## src/rtl/fifo_frame_writer.sv

```systemverilog
`default_nettype none
// ============================================================================
// Module   : fifo_frame_writer
// Purpose  : Serializes framed 32-bit payloads into 8-bit async-FIFO writes
//            (SOF, length, LSB-first payload bytes, XOR checksum).
// Revision : 1.0 - initial release
// ============================================================================
module fifo_frame_writer #(
  parameter int         WORD_W   = 32,
  parameter logic [7:0] SOF_BYTE = 8'hA5,
  parameter int         LEN_W    = 6
) (
  input  logic              write_clk,
  input  logic              rst_l,
  input  logic              frame_valid,
  input  logic [LEN_W-1:0]  frame_len,
  output logic              frame_ready,
  input  logic              word_valid,
  input  logic [WORD_W-1:0] word_data,
  output logic              word_ready,
  input  logic              mem_full,
  output logic              write_en,
  output logic [7:0]        write_data,
  output logic              busy,
  output logic [15:0]       frames_sent,
  output logic              len_err
);

  localparam int c_NBYTES = WORD_W / 8;
  localparam int c_IDX_W  = (c_NBYTES > 1) ? $clog2(c_NBYTES) : 1;
  localparam logic [c_IDX_W-1:0] c_LAST_IDX = c_IDX_W'(c_NBYTES - 1);

  typedef enum logic [2:0] {
    S_IDLE = 3'd0,
    S_HDR  = 3'd1,
    S_LEN  = 3'd2,
    S_PAY  = 3'd3,
    S_CSUM = 3'd4
  } state_t;

  state_t              r_state;
  state_t              w_state_nxt;
  logic [LEN_W-1:0]    r_len;
  logic [LEN_W-1:0]    r_words_acc;
  logic [WORD_W-1:0]   r_buf;
  logic                r_buf_valid;
  logic [c_IDX_W-1:0]  r_idx;
  logic [7:0]          r_csum;
  logic [15:0]         r_frames_sent;
  logic                r_len_err;

  logic                w_emit;
  logic [7:0]          w_byte;
  logic                w_last_byte;
  logic                w_words_left;
  logic                w_frame_acc;

  assign w_last_byte  = (r_idx == c_LAST_IDX);
  assign w_words_left = (r_words_acc != r_len);
  assign w_frame_acc  = frame_ready & frame_valid & (frame_len != '0);

  assign write_en    = w_emit & ~mem_full;
  assign write_data  = w_byte;
  assign busy        = (r_state != S_IDLE);
  assign frames_sent = r_frames_sent;
  assign len_err     = r_len_err;

  always_ff @(posedge write_clk or negedge rst_l) begin
    if (!rst_l) r_state <= S_IDLE;
    else        r_state <= w_state_nxt;
  end

  always_comb begin
    w_state_nxt = r_state;
    w_emit      = 1'b0;
    w_byte      = 8'h00;
    frame_ready = 1'b0;
    word_ready  = 1'b0;
    case (r_state)
      S_IDLE: begin
        frame_ready = rst_l;
        if (w_frame_acc) w_state_nxt = S_HDR;
      end
      S_HDR: begin
        w_emit = 1'b1;
        w_byte = SOF_BYTE;
        if (!mem_full) w_state_nxt = S_LEN;
      end
      S_LEN: begin
        w_emit     = 1'b1;
        w_byte     = 8'(r_len);
        // Prefetch the first word so PAY starts without a bubble.
        word_ready = ~r_buf_valid;
        if (!mem_full) w_state_nxt = S_PAY;
      end
      S_PAY: begin
        w_emit     = r_buf_valid;
        w_byte     = r_buf[8*r_idx +: 8];
        // Refill in the same cycle the final byte of the held word leaves.
        word_ready = w_words_left & (~r_buf_valid | (~mem_full & w_last_byte));
        if (r_buf_valid && !mem_full && w_last_byte && !w_words_left)
          w_state_nxt = S_CSUM;
      end
      S_CSUM: begin
        w_emit = 1'b1;
        w_byte = r_csum;
        if (!mem_full) w_state_nxt = S_IDLE;
      end
      default: w_state_nxt = S_IDLE;
    endcase
  end

  always_ff @(posedge write_clk or negedge rst_l) begin
    if (!rst_l) begin
      r_len         <= '0;
      r_words_acc   <= '0;
      r_buf         <= '0;
      r_buf_valid   <= 1'b0;
      r_idx         <= '0;
      r_csum        <= 8'h00;
      r_frames_sent <= 16'h0000;
      r_len_err     <= 1'b0;
    end else begin
      r_len_err <= frame_ready & frame_valid & (frame_len == '0);
      if (w_frame_acc) begin
        r_len       <= frame_len;
        r_words_acc <= '0;
        r_buf_valid <= 1'b0;
        r_idx       <= '0;
        r_csum      <= 8'h00;
      end
      if (write_en && (r_state == S_LEN || r_state == S_PAY))
        r_csum <= r_csum ^ write_data;
      if (write_en && r_state == S_PAY)
        r_idx <= w_last_byte ? '0 : r_idx + c_IDX_W'(1);
      if (word_valid && word_ready) begin
        r_buf       <= word_data;
        r_buf_valid <= 1'b1;
        r_words_acc <= r_words_acc + LEN_W'(1);
      end else if (write_en && r_state == S_PAY && w_last_byte) begin
        r_buf_valid <= 1'b0;
      end
      if (write_en && r_state == S_CSUM)
        r_frames_sent <= r_frames_sent + 16'd1;
    end
  end

endmodule
`default_nettype wire

```

## config.mk

```make
export PLATFORM = sky130hd
export DESIGN_NAME = fifo_frame_writer
export DESIGN_NICKNAME = d
export VERILOG_FILES = /design/src/rtl/fifo_frame_writer.sv
export SDC_FILE = /design/constraint.sdc
export NUM_CORES = 1
export LEC_CHECK = 0
export CELL_PAD_IN_SITES_DETAIL_PLACEMENT = 1
export CELL_PAD_IN_SITES_GLOBAL_PLACEMENT = 2
export CORE_UTILIZATION = 37
export DETAILED_ROUTE_END_ITERATION = 7
export GPL_TIMING_DRIVEN = 0
export PLACE_DENSITY = 0.87
export SLEW_MARGIN = 15
export SYNTH_ARGS = -nofsm -noshare
export SYNTH_HDL_FRONTEND = slang
export SYNTH_SLANG_ARGS = --single-unit
```

## constraint.sdc

```tcl
create_clock -name write_clk -period 6.28 [get_ports write_clk]
set_input_delay 1.57 -clock write_clk [delete_from_list [all_inputs] [get_ports write_clk]]
set_output_delay 1.57 -clock write_clk [all_outputs]
set_load 0.1 [all_outputs]
```

# Yosys cells after proc, flatten, opt, wreduce, memory -nomap -nowiden
# Cells that the tools add are included.
[totals]
latch_bits = 0
mem_bits_ro = 0
inputBits = 43
mem_count = 0
wordCells = 75
regBits = 75
ramBits = 0
[classes]
multipliers = 0
n_bitwise = 10
n_mux = 20
eq_ne = 11
n_div = 0
shift = 1
n_reduce_logical = 21
n_addsub = 3
n_lt_le_gt_ge = 0
[op_table]
columns = ["cell", "n"]
rows = [
  ["$pmux W8 S4", 1],
  ["$shiftx A32 B6 Y8", 1],
  ["$add A16 B1 Y16 const B", 1],
  ["$mux W8", 2],
  ["$mux W3", 5],
  ["$pmux W3 S5", 1],
  ["$mux W6", 2],
  ["$ne A2 B2 Y1 const B", 5],
  ["$logic_and A1 B1 Y1", 8],
  ["$xor A8 B8 Y8", 1],
  ["$add A6 B1 Y6 const B", 1],
  ["$and A1 B1 Y1", 6],
  ["$eq A3 B2 Y1 const B", 2],
  ["$logic_not A6 Y1", 1],
  ["$mux W2", 3],
  ["$ne A6 B6 Y1", 1],
  ["$reduce_bool A2 Y1", 3],
  ["$reduce_bool A3 Y1", 2],
  ["$reduce_bool A6 Y1", 1],
  ["$reduce_and A5 Y1", 1],
  ["$mux W1", 4],
  ["$pmux W1 S2", 2],
  ["$eq A3 B1 Y1 const B", 1],
  ["$eq A3 B3 Y1 const B", 1],
  ["8 further kinds", 10],
]

# Logic depth before layout (Yosys ltp)
[depth]
word_depth = 8
depth_mapped = 8
depth_no_buf = 6

# Least setup slack after synthesis
# OpenSTA, ideal clock, no wires.
[synth_path]
path_type = "input port to output port"
start = "input mem_full"
end = "output write_en"
arrival_time_ns = 3.968
cell_stages = 2
setup_slack_ns = 0.742
cell_sequence = "buf_2 > a211oi_1"
[synth_between]
elab_chain_len = 2
[synth_rtl]
columns = ["element", "line_no", "source"]
rows = [
  ["start: declaration", "21", "input logic mem_full,"],
  ["$not A1 Y1", "62", "assign write_en = w_emit & ~mem_full;"],
  ["$and A1 B1 Y1", "62", ""],
  ["end: declaration", "22", "output logic write_en,"],
]
# No other way between the ends.

# Final worst setup path
[layout_path]
start = "input mem_full"
end = "output word_ready"
[layout_between]
elab_chain_len = 5
[layout_rtl]
columns = ["element", "line_no", "source"]
rows = [
  ["$not A1 Y1", "100", "word_ready = w_words_left & (~r_buf_valid | (~mem_full & w_last_byte));"],
  ["$and A1 B1 Y1", "100", ""],
  ["$or A1 B1 Y1", "100", ""],
  ["$and A1 B1 Y1", "100", ""],
  ["$pmux W1 S2", "79", "case (r_state)"],
  ["end: declaration", "20", "output logic word_ready,"],
]
# No other way between the ends.

==> results.json <==
{
  "cts_made_buffers": 9,
  "synth_common_cells": "dfrtp_1 (75), nand2_1 (33), mux2_4 (31)",
  "hold_buffers": 0,
  "synth_ff_type": "dfrtp_1",
  "wl_um": 9055,
  "grt-ovfl-total": 0,
  "synth_most_common_cell": "dfrtp_1",
  "finalClockSkew_ns": 0.008007,
  "path_class": "in2out",
  "tightest_slew_ns": 1.009,
  "synth_simple_gate_area_share_pct": 13.53,
  "final.setup.tns_ns": 0,
  "routedWlPerCell_um": 17.15,
  "status": "finished clean",
  "drv_cap": 0,
  "yosysWarnings": 0,
  "synthCells": 308,
  "ys_async_sr_fraction_pct": 100.0,
  "dp_hpwl_um": 6849,
  "ff2ff_setup_slack_ns": 4.03,
  "antennaDiodeCount": 0,
  "vias": 2743,
  "row_count": 36,
  "synth_top_family_by_area": "multiplexers",
  "grt_pass1_wl_um": 14980,
  "rsz0062_at_grt": "false",
  "slowest_stage": "clkdlybuf4s50_1",
  "grt_pass1_vias": 2959,
  "cpPeakStageDelay_ns": 1.15,
  "pre_cts_ws_ns": 1.211,
  "final.setup.worst_slack_ns": 1.212,
  "synth-seq-cells": 75,
  "slew_headroom_pct": 32.51,
  "place_congestion": 0.7944,
  "combPwrFrac_pct": 52.5,
  "initial_core_util_pct": 38.62,
  "clock_power_share_pct": 15.5,
  "synthAdderAreaFrac_pct": 0.9852,
  "setup_viol": 0,
  "viasPerCell": 5.195,
  "cts_max_level": 3,
  "die_h_um": 103.5,
  "syn_area_um2": 3810,
  "ys_seq_area_share_pct": 49.26,
  "antenna_found_initial": 0,
  "ios": 72,
  "r2r.worst_path.cells": 7,
  "r2r_start": "r_state[1]$_DFFE_PN0P_",
  "synth_top_cell_area_share_pct": 49.26,
  "design_area_um2": 4905,
  "syn_area_per_cell_um2": 12.37,
  "seqPwrFrac_pct": 32.1,
  "dp.cells": 512,
  "postRouteAntennaNets": 0,
  "max-clock-path-buffers": 2,
  "clock_latency_ns": 0.35,
  "crit_path_max_fanout": 9,
  "max_freq_mhz": 197.3,
  "port_buffers": 70,
  "min_path_type": "reg2reg",
  "fin_crit_ns": 5.068,
  "synth_compound_area_share_pct": 10.64,
  "holdPathStages": 1,
  "peakVddDrop_mv": 0.2705,
  "drtIter0Drc": 94,
  "core_um2": 9864,
  "fin_crit_sh_pct": 80.70,
  "finalHoldViolations": 0,
  "startpoint": "mem_full",
  "required_ns": 4.71,
  "switching_share_pct": 44.77,
  "syn_nets": 354,
  "final_net_count": 436,
  "cts.sinks": 75,
  "synth.mux.area_fraction_pct": 17.54,
  "start_kind": "input pin",
  "syn_to_final_growth_pct": 28.74,
  "drc_errors": 0,
  "cp.arrival_ns": 3.50,
  "final_cells": 528,
  "p_switching_uw": 1119,
  "slew_violations": 0,
  "grt_start_max_net_pins": 55,
  "path_cells": "buf_2 > nand2b_1 > a21oi_2 > o21ai_0 > nand2_1 > clkdlybuf4s50_1",
  "synth-xor-area-share_pct": 5.287,
  "cts_tree": "built",
  "root_buffer": "clkbuf_8",
  "synth_cell_types": 46,
  "postCtsSetupBuffers": 0,
  "ctsResizeCount": 0,
  "placed_area_um2": 4702,
  "power.internal_uw": 1380,
  "timing.rr.end": "r_words_acc[5]$_DFFE_PN0P_",
  "fin_util_pct": 49.72,
  "crit_end": "word_ready",
  "clkTransAtPathRegs_ns": 0.08,
  "yosys-top-cells-area": "dfrtp_1 (49%), mux2_4 (12%), mux4_2 (4.7%), xnor2_1 (3.9%), nand2_1 (3.3%)",
  "synth_edf_count": 0,
  "power_density_nw_per_um2": 509.5,
  "drive_gt1_share_pct": 19.75,
  "firstDrtPassIters": 4,
  "die_area_um2": 10710,
  "worstSetupEndpointType": "output port",
  "synth_top_cell_by_area": "dfrtp_1",
  "track_usage_pct": 18.64,
  "power_leakage_uw": 0.002180,
  "die_w_um": 103.5
}
## worst max-delay path, delay by kind of cell
| kind | cells | cell delay, ns |
|---|---|---|
| simple gates | 2 | 0.26 |
| buf+inv | 2 | 1.33 |
| compound gates | 2 | 0.34 |
## per-layer routing
layer	GRT usage [%]	up-vias	part of all wire [%]
met5	0	-	0
met4	4.875	0	0.86
met3	4.570	8	4.5
met2	33.11	74	51
met1	22.57	1387	44
li1	-	1274	-
## layout by cell type (no fill, tap or decap), types with 4 or more instances in the layout
cell / count
nand2_1: 33
xor2_1: 6
a21o_1: 4
xnor2_1: 17
a22oi_1: 6
clkbuf_1: 4
and2_1: 5
nor2b_1: 7
clkdlybuf4s50_1: 69
inv_1: 4
a21oi_1: 4
o31ai_1: 7
mux2_4: 31
mux4_2: 8
nand3_1: 13
buf_2: 9
o211ai_1: 7
nand4_1: 4
clkbuf_8: 10
a22o_1: 6
o21ai_0: 8
nor2_1: 10
dfrtp_1: 75
## through the flow
stage	power, µW	hold slack (ns)
6_report	2499	0.4800
5_1_grt	2638	0.5043
4_1_cts	2523	0.4853
2_1_floorplan	1802	0.4560
3_5_place_dp	2127	0.4700
3_3_place_gp	2084	0.4611
## cell type report
type                    count  area (µm²)
plain buffers              15       90.09
clock buffers              11       141.4
clock inverters             5       61.31
fillers                  1036        4960
inverters                   4       15.01
multi-input cells         214        1828
flip-flops and latches     75        1877
well taps                 133       166.4
repair buffers             71       725.7
## worst min path at each step
stage                                      from                     endpoint  slack [ns]
floorplan                 r_csum[7]$_DFFE_PN0P_        r_csum[7]$_DFFE_PN0P_        0.46
global placement    frames_sent[15]$_DFFE_PN0P_  frames_sent[15]$_DFFE_PN0P_        0.46
detailed placement  frames_sent[15]$_DFFE_PN0P_  frames_sent[15]$_DFFE_PN0P_        0.47
CTS                 frames_sent[15]$_DFFE_PN0P_  frames_sent[15]$_DFFE_PN0P_        0.49
global route        frames_sent[15]$_DFFE_PN0P_  frames_sent[15]$_DFFE_PN0P_        0.50
finish              frames_sent[15]$_DFFE_PN0P_  frames_sent[15]$_DFFE_PN0P_        0.48
## flip-flops by register name, indices dropped and copies added (netlist names)
name	flops
r_buf	32
frames_sent	16
r_csum	8
r_len	6
r_words_acc	6
r_state	3
r_idx	2
len_err	1
r_buf_valid	1
## logic make-up after synthesis
family	Yosys count
AO/OA/AOI/OAI	51
XOR/XNOR	23
adder cells (fa/ha/maj)	3
buffers and inverters	19
flip-flops	75
multiplexers	41
AND/OR/NAND/NOR	96
## power groups by stage
stage	Clock [µW]	Combinational [µW]	Sequential [µW]
floorplan	0	981	821
global placement	0	1290	796
detailed placement	0	1320	809
CTS	399	1320	801
global route	419	1400	824
finish	387	1310	801
(Power assumes the default switching activity.)
